File: src/rtl/cp0_intctl.sv
// Coprocessor-0 exception/interrupt controller: synchronizes irq, captures EPC/Cause on
// trap or enabled interrupt, redirects to VECTOR for one cycle, and returns on ERET.
module cp0_intctl #(
    parameter int              wide   = 32,
    parameter logic [wide-1:0] VECTOR = 32'h0000_0080,
    parameter int              NIRQ   = 4
) (
    input  logic            clk,
    input  logic            rst,
    input  logic [NIRQ-1:0] irq,
    input  logic            trap,
    input  logic [wide-1:0] pc,
    input  logic            eret,
    input  logic            we_cp0,
    input  logic [4:0]      cp0_addr,
    input  logic [wide-1:0] cp0_wd,
    output logic [wide-1:0] cp0_rd,
    output logic            exl,
    output logic            iv,
    output logic [wide-1:0] vec_pc,
    output logic [wide-1:0] epc
);

    localparam logic [1:0] ST_RUN      = 2'd0;
    localparam logic [1:0] ST_REDIRECT = 2'd1;
    localparam logic [1:0] ST_HANDLER  = 2'd2;

    logic [1:0]      state_q, state_d;
    logic [NIRQ-1:0] sync1_q, sync1_d, ip_q, ip_d;
    logic            ie_q, ie_d;
    logic [NIRQ-1:0] im_q, im_d;
    logic            df_q, df_d;
    logic [4:0]      exc_q, exc_d;
    logic [wide-1:0] epc_q, epc_d;
    logic            exl_q, exl_d;
    logic            iv_q, iv_d;
    logic            take;
    logic            wr_status, wr_cause, wr_epc;

    assign wr_status = we_cp0 && (cp0_addr == 5'd12);
    assign wr_cause  = we_cp0 && (cp0_addr == 5'd13);
    assign wr_epc    = we_cp0 && (cp0_addr == 5'd14);
    assign take      = (state_q == ST_RUN) && (trap || (ie_q && |(ip_q & im_q)));

    always_comb begin
        sync1_d = irq;
        ip_d    = sync1_q;
        state_d = state_q;
        ie_d    = ie_q;
        im_d    = im_q;
        df_d    = df_q;
        exc_d   = exc_q;
        epc_d   = epc_q;

        if (wr_status) begin
            ie_d = cp0_wd[0];
            im_d = cp0_wd[NIRQ+7:8];
        end
        if (wr_cause && !cp0_wd[31]) df_d = 1'b0;
        // A nested trap cannot be serviced; it only leaves a sticky marker.
        if ((state_q == ST_HANDLER) && trap) df_d = 1'b1;
        if (wr_epc && (state_q != ST_REDIRECT)) epc_d = cp0_wd;
        // Hardware capture overrides a same-cycle MTC0 to EPC.
        if (take) begin
            epc_d = pc;
            exc_d = trap ? 5'd13 : 5'd0;
        end

        case (state_q)
            ST_RUN:      if (take) state_d = ST_REDIRECT;
            ST_REDIRECT: state_d = ST_HANDLER;
            ST_HANDLER:  if (eret) state_d = ST_RUN;
            default:     state_d = ST_RUN;
        endcase

        exl_d = (state_d != ST_RUN);
        iv_d  = (state_d == ST_REDIRECT);
    end

    always_ff @(posedge clk or posedge rst) begin
        if (rst) begin
            state_q <= ST_RUN;
            sync1_q <= '0;
            ip_q    <= '0;
            ie_q    <= 1'b0;
            im_q    <= '0;
            df_q    <= 1'b0;
            exc_q   <= '0;
            epc_q   <= '0;
            exl_q   <= 1'b0;
            iv_q    <= 1'b0;
        end else begin
            state_q <= state_d;
            sync1_q <= sync1_d;
            ip_q    <= ip_d;
            ie_q    <= ie_d;
            im_q    <= im_d;
            df_q    <= df_d;
            exc_q   <= exc_d;
            epc_q   <= epc_d;
            exl_q   <= exl_d;
            iv_q    <= iv_d;
        end
    end

    always_comb begin
        cp0_rd = '0;
        case (cp0_addr)
            5'd12: begin
                cp0_rd[0]         = ie_q;
                cp0_rd[1]         = exl_q;
                cp0_rd[NIRQ+7:8]  = im_q;
            end
            5'd13: begin
                cp0_rd[31]        = df_q;
                cp0_rd[NIRQ+7:8]  = ip_q;
                cp0_rd[6:2]       = exc_q;
            end
            5'd14:   cp0_rd = epc_q;
            default: cp0_rd = '0;
        endcase
    end

    assign exl    = exl_q;
    assign iv     = iv_q;
    assign epc    = epc_q;
    assign vec_pc = VECTOR;

endmodule

File: config.mk
export PLATFORM = sky130hd
export DESIGN_NAME = cp0_intctl
export DESIGN_NICKNAME = d
export VERILOG_FILES = /design/src/rtl/cp0_intctl.sv
export SDC_FILE = /design/constraint.sdc
export NUM_CORES = 1
export LEC_CHECK = 0
export BUFFER_PORTS_ARGS = -buffer_cell sky130_fd_sc_hd__buf_2
export CAP_MARGIN = 0
export CORE_UTILIZATION = 39
export CTS_CLUSTER_SIZE = 25
export DETAILED_ROUTE_END_ITERATION = 8
export HOLD_SLACK_MARGIN = 0.15
export PLACE_DENSITY = 0.77
export SLEW_MARGIN = 20
export SYNTH_ARGS = -nofsm -noshare
export SYNTH_HDL_FRONTEND = slang
export SYNTH_SLANG_ARGS = --single-unit
File: constraint.sdc
create_clock -name clk -period 1.89 [get_ports clk]
set_clock_uncertainty 0.1 [all_clocks]
set_input_delay 0.189 -clock clk [delete_from_list [all_inputs] [get_ports clk]]
set_output_delay 0.189 -clock clk [all_outputs]
set_load 0.1 [all_outputs]
==> out/metrics.yaml <==
pwr:
  p_leak_nw: 2.323
  switching_power_mw: 4.539
  switching_share_pct: 60.21
  peakVddDrop_uv: 1421
  p_int_mw: 2.999
  power_frac_clock_pct: 9.0
  combPwrFrac_pct: 66.7
  p_seq_share_pct: 24.2
  power_density_nw_per_um2: 1528
layout:
  final_util_pct: 71.82
  fill_cells: 478
  fin_area_um2: 4933
  final_common_cell: "buf_2"
  stdcell_count: 543
  nets: 524
  layout_common_cells: "buf_2 (111), dlygate4sd3_1 (71), mux2_2 (62)"
  drive_gt1_share_pct: 58.84
  area_delta_synth_final_pct: 76.50
  insertedDiodeCount: 0
floorplanning:
  core_um2: 6869
  io_pins: 176
  die_width_um: 86.66
  start_util_pct: 40.69
  fp.dieH_um: 86.66
  fp-row-count: 30
  die_area_um2: 7510
place:
  place_ws_ns: 0.004739
  dp_cells: 461
  dpl_cell_area_um2: 4079
  dp_hpwl_um: 5012
  port_buffers: 143
  place.gp.congestion: 0.7470
sta:
  setup_viol: 0
  period_needed_ns: 1.843
  max_freq_mhz: 542.5
  finalMaxSlewViolations: 0
  finalHoldViolations: 0
  maxSlewHeadroom_pct: 65.84
  finalCritPeriodShare_pct: 97.52
  tightest_slew_ns: 0.5117
  setup_slack_ns: 0.04678
  fin_tns_setup_ns: 0
setup_path:
  crit_required_ns: 1.99
  worstPathArrival_ns: 1.94
  end_kind: "flip-flop"
  startpoint_type: "flip-flop"
  criticalPathCategory: "flip-flop to flip-flop"
  crit_fanout: 16
  ff2ff_setup_slack_ns: 0.05
status:
  status: "complete, no violations"
global_routing:
  antenna_found_initial: 0
  grt_use_total_pct: 22.24
  grt_max_degree: 36
  grt_overflow: 0
  grt_pass1_vias: 2726
  grt_pass1_wl_um: 12770
clock_tree:
  path_clk_slew_ns: 0.10
  numCtsBuffers: 5
  clk_latency_ns: 0.30
  clock-sinks: 51
  cts_buffer_depth: 2
  cts_root_buf: "clkbuf_8"
  h-tree-depth: 2
  cts_tree: "yes"
synth:
  synth_ff_type: "dfrtp_1"
  synth_top_area_share_pct: 45.66
  synth.yosys.seq_area_share_pct: 45.66
  ys_async_sr_fraction_pct: 100.0
  synth_enable_flop_cells: 0
  synth_area_leaders: "dfrtp_1 (46%), mux2_2 (25%), buf_4 (8.6%), and2_1 (4.9%), mux2_1 (2.8%)"
  mappedNetlistArea_um2: 2795
  yosys_warnings: 0
  synth_cell_types: 25
  syn_area_per_cell_um2: 12.42
  yosys.area.top_type: "dfrtp_1"
  ys_ff_latch: 51
  synth_cells: 225
drt:
  drc: 0
  drtIter0Drc: 60
  routed_wl_um: 8393
  via_per_inst: 4.626
  via_count: 2512
  drt-pass1-iter-count: 5
  ant_nets: 0
  wl_per_cell_um: 15.46
flow_run:
  cap_violations: 0
worst_hold_path:
  min_path_type: "input port to flip-flop"
## area by class of cell
class / instances / area, um2 / area share, %
flip-flops and latches: 51 / 1276 / 25.87
clock inverters: 3 / 31.28 / 0.6340
repair buffers: 225 / 2061 / 41.77
well taps: 96 / 120.1 / 2.435
multi-input cells: 154 / 1343 / 27.21
clock buffers: 5 / 68.82 / 1.395
inverters: 9 / 33.78 / 0.6848
## synthesized netlist by cell type (4+ instances only)
master and n:
mux2_2 62, buf_4 32, a222oi_1 4, dfrtp_1 51, nand2_1 4, mux2_1 7, and2_1 22, inv_1 9
a22o_1 7
## cells by family (layout without fill, tap and decap cells)
logic type / count (synthesis) / count (layout) / synth area share (%)
other cells: 2 / 32 / 0.2687
flops: 51 / 51 / 45.66
compound gates: 17 / 17 / 5.282
buf+inv: 50 / 242 / 11.95
simple gates: 36 / 36 / 9.042
mux: 69 / 69 / 27.80
## layer usage
layer  wire length (um)  GRT usage [%]  vias to the layer above
met5                  0              0                        -
met4                 72          6.061                        0
met3                475          3.810                        7
met2               4948          45.38                      114
met1               2898          22.92                     1230
li1                   -              -                     1161
## flip-flops by register name, indices dropped and copies added (netlist names)
name     flops
exl          1
exc_q        1
iv           1
df_q         1
state_q      2
ie_q         1
epc         32
im_q         4
ip_d         4
ip_q         4
## path summary, 6_finish.rpt
check	to	startpoint	depth (start not counted)
min reg2reg	ip_q[1]	ip_d[1]	0
max reg2reg	epc[6]	state_q[0]	6
max	epc[6]	state_q[0]	6
min	epc[3]	cp0_wd[3]	3
min in group asynchronous	epc[16]	rst	3
max in group asynchronous	exc_q[2]	rst	4
## metrics by stage
stage | power, mW | hold WS [ns]
global route | 7.861 | 0.1550
finish | 7.539 | 0.1520
CTS | 7.559 | 0.1508
floorplan | 5.935 | 0.1204
detailed placement | 6.752 | 0.1577
global placement | 6.637 | 0.1500
## power by group through the flow
stage,logic (mW),registers (mW),clock network [mW]
after CTS,5.02,1.82,0.715
after global placement,4.83,1.81,0
after floorplan,1.42,4.52,0
after detailed placement,4.91,1.85,0
after global routing,5.21,1.90,0.754
final,5.03,1.83,0.682
## timing repair
| action | CTS | global route |
|---|---|---|
| resized for setup | 0 | 0 |
| setup buffers | 0 | 1 |
| hold endpoints to repair | 65 | 0 |
| endpoints found under the setup margin | 0 | 21 |
| hold buffers | 71 | 0 |
## worst max-delay path, stage by stage (launching register included)
cell	delay, ns
dfrtp_1	0.39
nor2b_2	0.17
nor3_4	0.11
buf_4	0.18
buf_12	0.17
mux2_2	0.34
mux2_2	0.28
No activity file was read; power rests on OpenSTA's default activity.
